## src/rtl/rv_core_pkg.sv

```systemverilog
// Shared core definitions.
//   state_e    : fetch-side FSM states used by pc_redirect_unit
//   INSN_BYTES : size of one instruction, used for the sequential PC step
//   F3_BEQ/BNE : funct3 encodings of the conditional branches
package rv_core_pkg;

  typedef enum logic [1:0] {
    IDLE     = 2'd0,
    FETCH    = 2'd1,
    REDIRECT = 2'd2,
    HALT     = 2'd3
  } state_e;

  localparam int unsigned INSN_BYTES = 4;

  localparam logic [2:0] F3_BEQ = 3'b000;
  localparam logic [2:0] F3_BNE = 3'b001;

endpackage

```

## src/rtl/branch_target_calc.sv

```systemverilog
// Branch target adder.
// Ports:
//   br_pc_i    : PC of the resolving branch
//   imm_i      : sign-extended B-type immediate in halfword units
//   target_o   : br_pc_i + (imm_i << 1), wrapping modulo 2^WIDTH
//   misalign_o : target is not word aligned (bit 1 set)
module branch_target_calc #(
  parameter int WIDTH = 64
) (
  input  logic [WIDTH-1:0] br_pc_i,
  input  logic [WIDTH-1:0] imm_i,
  output logic [WIDTH-1:0] target_o,
  output logic             misalign_o
);

  // The shift drops the immediate's top bit; the sum simply wraps.
  assign target_o   = br_pc_i + {imm_i[WIDTH-2:0], 1'b0};
  // Bit 0 is always clear, so only bit 1 can break word alignment.
  assign misalign_o = target_o[1];

endmodule

```

## src/rtl/pc_redirect_unit.sv

```systemverilog
// PC register and next-PC selection for the fetch stage.
// Ports:
//   clk, reset     : clock, synchronous active-high reset
//   BRANCH         : a branch resolves this cycle (qualifies BEQ/BNE)
//   BEQ, BNE       : taken decisions from branch_module
//   BR_PC, IMM     : branch PC and halfword immediate for the target
//   STALL          : hold the PC
//   IF_READY       : instruction memory accepts PC_OUT this cycle
//   IF_VALID       : PC_OUT is a valid fetch request
//   PC_OUT         : current fetch address
//   FLUSH          : squash the wrong-path instruction in IF/ID
//   MISALIGN       : misaligned branch target seen, unit halted
//   BR_TAKEN_CNT   : saturating count of honoured taken branches
// All outputs come straight from registers.
module pc_redirect_unit
  import rv_core_pkg::*;
#(
  parameter int               WIDTH    = 64,
  parameter logic [WIDTH-1:0] RESET_PC = '0,
  parameter int               CNT_W    = 32
) (
  input  logic             clk,
  input  logic             reset,
  input  logic             BRANCH,
  input  logic             BEQ,
  input  logic             BNE,
  input  logic [WIDTH-1:0] BR_PC,
  input  logic [WIDTH-1:0] IMM,
  input  logic             STALL,
  input  logic             IF_READY,
  output logic             IF_VALID,
  output logic [WIDTH-1:0] PC_OUT,
  output logic             FLUSH,
  output logic             MISALIGN,
  output logic [CNT_W-1:0] BR_TAKEN_CNT
);

  state_e           state_q, state_d;
  logic [WIDTH-1:0] pc_q, pc_d;
  logic [CNT_W-1:0] cnt_q, cnt_d;
  logic             if_valid_q, flush_q, misalign_q;

  logic [WIDTH-1:0] target;
  logic             tgt_misalign;
  logic             taken;

  branch_target_calc #(.WIDTH(WIDTH)) u_btc (
    .br_pc_i   (BR_PC),
    .imm_i     (IMM),
    .target_o  (target),
    .misalign_o(tgt_misalign)
  );

  // BEQ/BNE are undefined unless BRANCH is high, so BRANCH gates them first.
  assign taken = BRANCH & (BEQ | BNE);

  always_comb begin
    state_d = state_q;
    pc_d    = pc_q;
    cnt_d   = cnt_q;
    unique case (state_q)
      IDLE: state_d = FETCH;
      FETCH: begin
        // A taken branch wins over both STALL and a stalled handshake.
        if (taken) begin
          if (tgt_misalign) begin
            state_d = HALT;
          end else begin
            state_d = REDIRECT;
            pc_d    = target;
            if (!(&cnt_q)) cnt_d = cnt_q + 1'b1;
          end
        end else if (IF_READY && !STALL) begin
          pc_d = pc_q + WIDTH'(INSN_BYTES);
        end
      end
      REDIRECT: state_d = FETCH;
      HALT:     state_d = HALT;
      default:  state_d = IDLE;
    endcase
  end

  always_ff @(posedge clk) begin
    if (reset) begin
      state_q    <= IDLE;
      pc_q       <= RESET_PC;
      cnt_q      <= '0;
      if_valid_q <= 1'b0;
      flush_q    <= 1'b0;
      misalign_q <= 1'b0;
    end else begin
      state_q    <= state_d;
      pc_q       <= pc_d;
      cnt_q      <= cnt_d;
      // Output flags are registered alongside the state they describe.
      if_valid_q <= (state_d == FETCH);
      flush_q    <= (state_d == REDIRECT);
      misalign_q <= (state_d == HALT);
    end
  end

  assign IF_VALID     = if_valid_q;
  assign PC_OUT       = pc_q;
  assign FLUSH        = flush_q;
  assign MISALIGN     = misalign_q;
  assign BR_TAKEN_CNT = cnt_q;

endmodule
```

## config.mk

```make
export PLATFORM = sky130hd
export DESIGN_NAME = pc_redirect_unit
export DESIGN_NICKNAME = d
export VERILOG_FILES = /design/src/rtl/rv_core_pkg.sv /design/src/rtl/branch_target_calc.sv /design/src/rtl/pc_redirect_unit.sv
export SDC_FILE = /design/constraint.sdc
export NUM_CORES = 1
export LEC_CHECK = 0
export CAP_MARGIN = 25
export CORE_AREA = 2 2 150 152
export DETAILED_ROUTE_END_ITERATION = 6
export DIE_AREA = 0 0 152 154
export PLACE_DENSITY = 0.77
export RECOVER_POWER = 25
export SLEW_MARGIN = 20
export SYNTH_ARGS = -nofsm -noshare
export SYNTH_HDL_FRONTEND = slang
export SYNTH_SLANG_ARGS = --single-unit
```

## constraint.sdc

```tcl
create_clock -name clk -period 4.4 [get_ports clk]
set_input_delay 0.66 -clock clk [delete_from_list [all_inputs] [get_ports clk]]
set_output_delay 0.66 -clock clk [all_outputs]
set_load 0.02 [all_outputs]
```

Yosys cells after proc, flatten, opt, wreduce, memory -nomap -nowiden
Index checks and enable logic that the tools add are counted.
Widths: inputs -> output; s select.

storage, ports and cells
  flip-flop bits (word level) = 101
  output and inout bits = 99
  word-level logic and storage cells = 34

cells by class
  $add $sub $neg = 3
  eq/ne operators = 7
  mux-type cells = 6
  bitwise logic cells = 4
  reduce and logical (&&, ||, !) cells = 8

operators by type and width
  operator               count
  $mux 64                3
  $add 64x3->64 const B  1
  $add 64x64->64         1
  $add 32x1->32 const B  1
  $reduce_and 32->1      1
  $eq 2x2->1 const B     4
  $pmux 2 s3             1
  $eq 2x1->1 const B     2
  $reduce_and 4->1       1
  $reduce_and 3->1       1
  $logic_not 2->1        1
  $mux 2                 1
  $ne 2x2->1 const B     1
  $not 1->1              2
  $reduce_bool 2->1      1
  $reduce_or 2->1        1
  $and 1x1->1            1
  $logic_and 1x1->1      1
  $logic_not 1->1        1
  $mux 1                 1
  $or 1x1->1             1

Longest topological paths before layout
Gate-level depths: netlist (run 1).

  depth after elaboration = 5
  mapped depth = 14
  depth with buffers taken out = 14

By module
From an unflattened synthesis (run 1), not the netlist that was laid out.

second synthesis, totals
  cell total of the unflattened synthesis = 1368
  area, all modules = 9869.5 µm²

by module, submodules not included
  module              instances  cells each  area an instance (µm²)  sequential area each (µm²)
  pc_redirect_unit    1          798         6095.8                  2021.9
  branch_target_calc  1          570         3773.6                  0.0

Worst setup path after synthesis (run 1)
Ideal clock, no wire load.

  path kind = input-to-reg
  start point = input BR_PC[1]
  end point = register pc_q[61] (netlist: PC_OUT[61])
  arrival = 3566 ps
  required time = 4267 ps
  setup slack = 701 ps
  stages on the path = 14
  path through = ha_1 -> inv_1 -> fa_1 -> and2b_1 -> o2111ai_2 -> a2111oi_2 -> nor3b_1 -> nand4b_1 -> a21oi_1 -> a41oi_2 -> o311ai_2 -> a2111oi_2 -> mux2i_1 -> a21oi_1

on the way
  cells in the longest elaborated chain, start to end = 3

ends and longest elaborated chain
  what                                                   RTL line                  text
  from (decl)                                            pc_redirect_unit.sv:27    input logic [WIDTH-1:0] BR_PC,
  $add 64x64->64 (*)                                     branch_target_calc.sv:17  assign target_o = br_pc_i + {imm_i[WIDTH-2:0], 1'b0};
  $ne 2x2->1 (no line) or $mux 64 (tied branches)        -
  $reduce_and 3->1 (no line) or $mux 64 (tied branches)  -
  to (signal assigned)                                   pc_redirect_unit.sv:93    pc_q <= pc_d;
  to (decl)                                              pc_redirect_unit.sv:39    logic [WIDTH-1:0] pc_q, pc_d;

Every way passes the cells marked *; elsewhere a longest branch is shown, timed or not. The select of a mux whose other input is x is not followed.
A chain may end at the register's enable or synchronous reset.

Worst setup path after layout (run 1)
  start point = input BR_PC[1]
  end point = register pc_q[59] (netlist: PC_OUT[59])

The elaborated chain is that of the path after synthesis.

==> results_dict.tcl, run 1 <==
set metrics [dict create \
    path_cells "clkdlybuf4s50_1 -> ha_1 -> inv_1 -> fa_1 -> and2b_1 -> o2111ai_2 -> a2111oi_2 -> buf_4 -> nor3b_1 -> nand4b_1 -> a21oi_1 -> buf_4 -> a41oi_2 -> o311ai_2 -> nor2_1 -> a31o_1 -> a21oi_1" \
    yosysSeqAreaShare 0.2323 \
    yosys_most_used_dff "dfxtp_1" \
    criticalPathCategory "in -> reg" \
    io_buffers 231 \
    fin_cells 1718 \
    power_mw 2.823 \
    hp-class "reg -> reg" \
    drv_slew 0 \
    status "complete, no violations" \
    arrival_ps 4430 \
    grt_pass1_wl_um 45110 \
    grt_pass1_vias 9217 \
    cp_slowest_cell "clkdlybuf4s50_1" \
    syn_inst 1218 \
    finalCriticalPeriod_ps 4149 \
    vias 9814 \
    drtIter0Drc 923 \
    rsz0062_at_grt "no" \
    synth_area_leaders "dfxtp_1 23%, a21oi_1 9.9%, ha_1 9.3%, o21ai_0 6.0%, nand2_1 5.6%" \
    htreeDepth 3 \
    yosys.area.top_type "dfxtp_1" \
    ir_drop_v 0.0001311 \
    cp_num_buf_inv 4 \
    netlist_area_mm2 0.008618 \
    clk_latency_ps 360 \
    avgSynthCellArea_um2 7.076 \
    synth_seq_cells 100 \
    seqCellArea_mm2 0.002002 \
    place_congestion 0.8977 \
    fin_skew_ps 11.38 \
    seqPwrFrac 0.340 \
    cpPeakStageDelay_ps 460 \
    row_count 54 \
    firstDrtPassIters 5 \
    clk_transition_reported_paths_ps 70 \
    crit_required_ps 4680 \
    yosys_warnings 0 \
    start_kind "input port" \
    ioPinCount 234 \
    antenna_found_initial 0 \
    power.leakage_nw 4.365 \
    ant_nets 0 \
    n_antenna_cell 0 \
    comb_power_share 0.340 \
    syn_nets 1418 \
    viasPerCell 5.712 \
    cts_buffer_depth 2 \
    dieArea_mm2 0.02341 \
    place_hpwl_um 21050 \
    finalSetupViolCount 0 \
    p_switching_mw 0.9144 \
    start_util 0.3974 \
    cts_tree "yes" \
    cts_inserted_buffers 9 \
    core_mm2 0.02169 \
    clock.fmax_mhz 241.0 \
    ys_types 75 \
    clkSinkCount 100 \
    crit_fanout 3 \
    area_growth_pct 35.21 \
    grt_max_degree 67 \
    nets 1634 \
    drt-total-wl_um 27700 \
    slew_headroom 0.5397 \
    drv_cap 0 \
    cts_resized 0 \
    die_w_um 152 \
    postCtsSetupBuffers 0 \
    fill_cells 2043 \
    cellPowerDensity_mw_per_mm2 242.3 \
    synth_top_area_share 0.2323 \
    multi_input_area_mm2 0.006320 \
    tightest_slew_ps 679.7 \
    drc_errors 0 \
    synthArstFlopShare 0 \
    p_int_mw 1.909 \
    grt_overflow 0 \
    ctsHoldBuffers 0 \
    placed_cells 1703 \
    crit_path_end_kind "register" \
    root_buffer "clkbuf_16" \
    layout-drive-gt1-share 0.04798 \
    routedWlPerCell_um 16.12 \
    finalCritPeriodShare 0.9429 \
    grt.total_usage 0.2277 \
    die_h_um 154 \
    synth_edf_count 0 \
    switching_share 0.3239 \
    clkPwrFrac 0.320 \
    post-route-util 0.5373 \
    crit_family "compound AO/OA/AOI/OAI gates" \
    hold_violations 0 \
]
tightest hold or removal path: cells and delay by family, from the launching register on:
kind               cells  cell delay, ps
DFF                    1             310
and+or+nand+nor        1              50
AOI/OAI and AO/OA      1              50
power groups by stage:
stage / Clock, mW / Combinational, mW / Sequential (mW)
after global routing: 0.955 / 1.05 / 0.963
after global placement: 0 / 0.943 / 0.979
after floorplan: 0 / 0.570 / 1.00
final: 0.902 / 0.961 / 0.960
after detailed placement: 0 / 0.951 / 0.980
after CTS: 0.919 / 0.958 / 0.959
state kept, by name, indices dropped and copies added, names as in the netlist:
signal,flops
BR_TAKEN_CNT,32
FLUSH,1
state_q,2
MISALIGN,1
PC_OUT,63
IF_VALID,1
layout by cell type (no fill, tap or decap), drive strengths merged, types with 7 or more instances in the layout:
master	netlist	layout
a2111oi	8	8
a211oi	20	20
a21o	12	12
a21oi	171	171
a221oi	7	7
a31oi	16	16
and2	10	10
and3	31	31
buf	7	31
clkbuf	49	12
clkdlybuf4s50	0	182
dfxtp	100	100
dlygate4sd3	0	48
ha	64	64
inv	30	30
nand2	129	129
nand2b	9	9
nand3	46	46
nand4	24	24
nor2	123	123
nor2b	14	14
nor3	35	35
o21a	10	10
o21ai	120	120
o21bai	12	12
o22ai	12	12
o31ai	7	7
or3	15	15
xnor2	39	39
xor2	38	38
stage by stage:
step / hold WS [ps] / instance area [um^2] / worst slack [ps] / TNS, ps
finish: 452.7 / 11650 / 251.4 / 0
global route: 493.8 / 11650 / 121.9 / 0
CTS: 457.9 / 11650 / 247.5 / 0
detailed placement: 448.2 / 11320 / -100.4 / -253.4
global placement: 442.7 / 11320 / -61.49 / -142.3
floorplan: 478.7 / 8618 / 701.1 / 0
cells by family after synthesis:
family                     synth area share
adders and majority gates           0.09524
other                             0.0004351
DFF                                  0.2323
buffers and inverters               0.03818
AOI/OAI and AO/OA                    0.3058
muxes                              0.001161
and+or+nand+nor                      0.2487
xor gates and xnor gates            0.07825
layout make-up:
cell class                 count  share of cell area
clock buffer                  12             0.02287
clock inverter                 3            0.005906
inverter                      30            0.009664
multi-input combinational   1032              0.5424
sequential                   100              0.1718
tap                          280             0.03007
timing repair buffer         261              0.2173
cell usage after synthesis (3+ instances only):
cell,count
ha_1,64
a21o_1,12
a41o_1,3
and4_1,3
a41oi_1,3
and3_1,31
and2_1,10
o221ai_1,3
a211oi_1,20
a2111oi_0,6
inv_1,29
a31oi_1,16
a22oi_1,4
o21a_1,10
or3_1,15
xor2_1,38
nand2b_1,9
nor2_1,122
nand2_1,128
nand3_1,46
o22ai_1,12
a21oi_1,170
o21bai_1,12
o21ai_1,16
o211ai_1,3
xnor2_1,39
nor3_1,35
nor4_1,4
buf_1,4
nand4_1,24
o21ai_0,103
a221oi_1,6
o31ai_1,6
o31a_1,3
clkbuf_1,49
nor2b_1,14
dfxtp_1,100
path summary, 6_finish.rpt:
check,from,endpoint,slack (ps),cells after the start
min,PC_OUT[0],PC_OUT[0],450,2
max,BR_PC[1],PC_OUT[59],250,17
min reg2reg,PC_OUT[0],PC_OUT[0],450,2
max reg2reg,PC_OUT[2],PC_OUT[58],1090,12
metal layers:
layer,wire length (um),part of all wire,vias up,track usage
met5,0,0,-,0
met4,517,0.019,0,0.07477
met3,1947,0.070,33,0.03720
met2,12820,0.46,394,0.3848
met1,12420,0.45,4483,0.2961
li1,-,-,4904,-
No activity file was read; power rests on OpenSTA's default activity.
==> inputs of run 2 (changes only) <==
--- a/config.mk
+++ b/config.mk
@@ -9,8 +9,10 @@
 export CORE_AREA = 2 2 150 152
 export DETAILED_ROUTE_END_ITERATION = 6
 export DIE_AREA = 0 0 152 154
+export HOLD_SLACK_MARGIN = 0.02
 export PLACE_DENSITY = 0.77
 export RECOVER_POWER = 25
+export REMOVE_ABC_BUFFERS = 1
 export SLEW_MARGIN = 20
 export SYNTH_ARGS = -nofsm -noshare
 export SYNTH_HDL_FRONTEND = slang
==> run 2 against run 1 <==
  * Combinational power rose by 0.6%
  * Count of clock-buffer cells in the layout fell by 2
  * Largest cell class unchanged
  * Design area fell by 0.28%
  * Highest routed layer unchanged
  * Sequential share of layout area barely moved
  * Clock skew fell by 2.2 ps
  * Register-to-register slack got worse by 200 ps
  * Power fell by 3.4%
  * Global-route usage fell by 0.19 points
  * Via count barely moved
==> results_dict.tcl, run 2 (synthesis results as in run 1) <==
set metrics [dict create \
    fin_skew_ps 9.204 \
    postCtsSetupBuffers 0 \
    seqCellArea_mm2 0.002002 \
    fin_cells 1716 \
    placed_cells 1699 \
    worstSetupStartpoint "BR_PC[1]" \
    firstDrtPassIters 5 \
    vias 9810 \
    antenna_found_initial 0 \
    worstReg2RegStart "PC_OUT[22]" \
    hp-class "reg -> reg" \
    fill_cells 2120 \
    io_buffers 231 \
    clkSinkCount 100 \
    final_cell_mix "182 x clkdlybuf4s50_1, 170 x a21oi_1, 128 x nand2_1" \
    grt_overflow 0 \
    grt_pass1_vias 9025 \
    status "complete, no violations" \
    clock.fmax_mhz 240.5 \
    post-route-util 0.5358 \
    final_common_cell "clkdlybuf4s50_1" \
    clk_latency_ps 360 \
    cts_buffer_depth 2 \
    whs_ps 458.3 \
    power.leakage_nw 4.349 \
    grt.total_usage 0.2258 \
    crit_required_ps 4690 \
    largest_register_ffs 63 \
    finalSetupViolCount 0 \
    core_mm2 0.02169 \
    criticalPathCategory "in -> reg" \
    rsz0062_at_grt "no" \
    arrival_ps 4450 \
    rr_endpoint "PC_OUT[63]" \
    worst_slack_ps 242.2 \
    ioPinCount 234 \
    row_count 54 \
    grt_pass1_wl_um 44530 \
    viasPerCell 5.717 \
    min_from "PC_OUT[0]" \
    min_path_cells 2 \
    hold_violations 0 \
    crit_fanout 3 \
    die_w_um 152 \
    finalCriticalPeriod_ps 4158 \
    cts_tree "yes" \
    dieArea_mm2 0.02341 \
    start_kind "input port" \
    routedWlPerCell_um 16.05 \
    start_util 0.3974 \
    power_mw 2.726 \
    multi_input_area_mm2 0.006337 \
    place_congestion 0.9421 \
    regToRegSetupSlack_ps 890 \
    drc_errors 0 \
    drtIter0Drc 745 \
    area_growth_pct 34.83 \
    tns_ps 0 \
    grt_max_degree 101 \
    cts_inserted_buffers 9 \
    design_area_mm2 0.01162 \
    root_buffer "clkbuf_16" \
    tightest_slew_ps 663.9 \
    die_h_um 154 \
    ir_drop_v 0.0001663 \
    clk_transition_reported_paths_ps 70 \
    layout-drive-gt1-share 0.04666 \
    drv_slew 0 \
    hold_path_end "PC_OUT[0]" \
    place_area_mm2 0.01128 \
    drv_cap 0 \
    r2r_cells 11 \
    cellPowerDensity_mw_per_mm2 234.6 \
    ant_nets 0 \
    place_hpwl_um 20980 \
    htreeDepth 3 \
    nets 1631 \
    crit_path_end_kind "register" \
    slew_headroom 0.5574 \
    drt-total-wl_um 27540 \
    finalCritPeriodShare 0.9450 \
    n_antenna_cell 0 \
    dpl_worst_slack_ps -166.3 \
    ctsHoldBuffers 0 \
]
[run 2: area by class of cell]
type / instances / share of cell area
Clock inverter: 6 / 0.004630
Sequential cell: 100 / 0.1723
Inverter: 30 / 0.009691
Clock buffer: 10 / 0.02057
Timing Repair Buffer: 258 / 0.2173
Tap cell: 280 / 0.03015
Multi-Input combinational cell: 1032 / 0.5454
[run 2: where the power goes]
group,internal (mW),switching (mW)
Clock,0.410,0.390
Sequential,0.930,0.0292
Combinational,0.439,0.529
[run 2: per-layer routing]
metal,up-vias,global-route usage,part of all wire
li1,4900,-,-
met2,373,0.3702,0.47
met4,0,0.07254,0.025
met1,4489,0.2984,0.44
met5,-,0,0
met3,48,0.04510,0.065
[run 2: critical path, cell delays in order]
cell and delay, ps:
clkdlybuf4s50_1 460, ha_1 160, inv_1 50, fa_1 380
and2b_1 260, o2111ai_2 170, a2111oi_4 460, nor3b_1 140
nand4b_1 280, a21oi_1 220, buf_4 150, a41oi_2 210
o311ai_4 410, nor2_1 90, a31o_1 200, a21oi_1 130
[run 2: worst max-delay path by stage]
stage	end	slack, ps
final	PC_OUT[59]	240
after CTS	PC_OUT[61]	200
after floorplan	BR_TAKEN_CNT[10]	-1370
after detailed placement	PC_OUT[61]	-170
after global placement	PC_OUT[61]	-110
after global routing	PC_OUT[49]	40
[run 2: timing repair]
action,4_1_cts,5_1_grt
resized for setup,0,2
hold endpoints to repair,0,0
setup endpoints to repair,0,2
==> inputs of run 3 (changes only) <==
--- a/config.mk
+++ b/config.mk
@@ -7,8 +7,10 @@
 export LEC_CHECK = 0
 export CAP_MARGIN = 25
 export CORE_AREA = 2 2 150 152
+export CTS_CLUSTER_SIZE = 12
 export DETAILED_ROUTE_END_ITERATION = 6
 export DIE_AREA = 0 0 152 154
+export GPL_ROUTABILITY_DRIVEN = 0
 export HOLD_SLACK_MARGIN = 0.02
 export PLACE_DENSITY = 0.77
 export RECOVER_POWER = 25
==> run 3 against run 2 <==
  * Cell count stayed put
  * Critical path depth unchanged
  * Sequential cell count did not move
  * Non-clock buffer count did not move
  * Worst hold slack worse by 1.3 ps
  * First-iteration DRC count grew 27%
  * Sequential power about the same
  * Combinational power barely moved
  * Critical path type unchanged
==> results_dict.tcl, run 3 (synthesis results as in run 1) <==
set metrics [dict create \
    finalSetupViolCount 0 \
    crit_path_end_kind "register" \
    seqPwrFrac 0.355 \
    largest_register_ffs 63 \
    antenna_found_initial 0 \
    grt_pass1_vias 8977 \
    ctsHoldBuffers 0 \
    row_count 54 \
    r2r_cells 11 \
    drv_cap 0 \
    grt_overflow 0 \
    crit_required_ps 4630 \
    fin_skew_ps 6.684 \
    cpMostUsedCell "a21oi_1" \
    arrival_ps 4400 \
    clk_transition_reported_paths_ps 70 \
    io_buffers 231 \
    criticalPathCategory "in -> reg" \
    crit_family "compound AO/OA/AOI/OAI gates" \
    htreeDepth 3 \
    ir_drop_v 0.0001811 \
    dieArea_mm2 0.02341 \
    crit_fanout 3 \
    nets 1631 \
    finalCriticalPeriod_ps 4173 \
    start_util 0.3974 \
    die_w_um 152 \
    grt.total_usage 0.2268 \
    core_mm2 0.02169 \
    root_buffer "clkbuf_16" \
    clk_latency_ps 350 \
    whs_ps 457.0 \
    vias 10031 \
    fin_cells 1716 \
    start_kind "input port" \
    ant_nets 0 \
    n_antenna_cell 0 \
    power.leakage_nw 4.342 \
    hp-class "reg -> reg" \
    cts_inserted_buffers 9 \
    tightest_slew_ps 739.4 \
    cp_num_buf_inv 3 \
    p_switching_mw 0.9293 \
    clkPwrFrac 0.286 \
    tns_ps 0 \
    routedWlPerCell_um 16.29 \
    drc_errors 0 \
    cts_buffer_depth 2 \
    area_growth_pct 34.61 \
    drtIter0Drc 949 \
    hold_violations 0 \
    rr_endpoint "PC_OUT[63]" \
    layout-drive-gt1-share 0.04666 \
    place_hpwl_um 21270 \
    drt-total-wl_um 27960 \
    clock.fmax_mhz 239.7 \
    slew_headroom 0.5071 \
    switching_share 0.3441 \
    rsz0062_at_grt "no" \
    path_cells "clkdlybuf4s50_1 -> ha_1 -> inv_1 -> fa_1 -> and2b_1 -> o2111ai_2 -> a2111oi_4 -> nor3b_1 -> nand4b_1 -> a21oi_1 -> buf_4 -> a41oi_2 -> o311ai_4 -> a2111oi_2 -> mux2i_1 -> a21oi_1" \
    final_common_cell "clkdlybuf4s50_1" \
    regToRegSetupSlack_ps 900 \
    post-route-util 0.5349 \
    cts_tree "yes" \
    die_h_um 154 \
    ioPinCount 234 \
    cellPowerDensity_mw_per_mm2 232.8 \
    finalCritPeriodShare 0.9483 \
    grt_max_degree 67 \
    final_cell_mix "182 x clkdlybuf4s50_1, 170 x a21oi_1, 128 x nand2_1" \
    cp-endpoint "PC_OUT[61]" \
    placed_cells 1700 \
    grt_pass1_wl_um 44700 \
    comb_power_share 0.358 \
    p_int_mw 1.771 \
    viasPerCell 5.846 \
    clkSinkCount 100 \
    firstDrtPassIters 6 \
    critical_path_cell_count 16 \
    drv_slew 0 \
    cpPeakStageDelay_ps 460 \
    worstReg2RegStart "PC_OUT[22]" \
    status "complete, no violations" \
    cp_slowest_cell "clkdlybuf4s50_1" \
    worstSetupStartpoint "BR_PC[1]" \
]
[run 3: cell types whose count changed in the layout (fill, tap and decap cells not counted), sizes merged]
cell / delta
clkinv: +2
inv: -2
[run 3: metrics by stage]
step           power [mW]  area (um^2)  setup slack, ps
2_1_floorplan       1.554         8402            -1373
3_3_place_gp        1.923        11290           -126.2
3_5_place_dp        1.934        11290           -209.0
4_1_cts             2.710        11580            144.7
5_1_grt             2.846        11600            66.83
6_report            2.700        11600            227.4
[run 3: per-layer routing]
layer | vias to the layer above | track usage | routed length, um
met5 | - | 0 | 0
met4 | 0 | 0.06008 | 547
met3 | 42 | 0.04707 | 2281
met2 | 451 | 0.3764 | 13080
met1 | 4639 | 0.3001 | 12050
li1 | 4899 | - | -
[run 3: final cells by class]
class                      instances  area [um^2]
fill                            2070        10090
timing repair buffer             258         2512
multi-input combinational       1032         6337
inverter                          30        112.6
tap                              280        350.3
sequential                       100         2002
clock buffer                      10        239.0
clock inverter                     6        47.55
[run 3: repair_timing]
action	4_1_cts	5_1_grt
gates resized for setup	0	2
setup buffers	0	0
setup endpoints to repair	0	2
[run 3: tightest hold or removal path, delay by kind of cell (launching register included)]
family           cells  cell delay [ps]
AO/OA/AOI/OAI        1               50
flip-flops           1              310
AND/OR/NAND/NOR      1               50
[run 3: how the worst min path moves through the flow]
| stage | depth (start not counted) | from | end | slack (ps) |
|---|---|---|---|---|
| 2_1_floorplan | 2 | state_q[0] | state_q[1] | 470 |
| 3_3_place_gp | 2 | PC_OUT[0] | PC_OUT[0] | 440 |
| 3_5_place_dp | 2 | PC_OUT[0] | PC_OUT[0] | 450 |
| 4_1_cts | 2 | PC_OUT[0] | PC_OUT[0] | 460 |
| 5_1_grt | 2 | PC_OUT[0] | PC_OUT[0] | 500 |
| 6_report | 2 | PC_OUT[0] | PC_OUT[0] | 460 |
[run 3: power groups by stage]
stage | Sequential, mW | Clock (mW) | Combinational, mW
5_1_grt | 0.964 | 0.827 | 1.05
2_1_floorplan | 1.00 | 0 | 0.551
6_report | 0.960 | 0.773 | 0.968
3_3_place_gp | 0.979 | 0 | 0.943
3_5_place_dp | 0.981 | 0 | 0.953
4_1_cts | 0.960 | 0.792 | 0.959
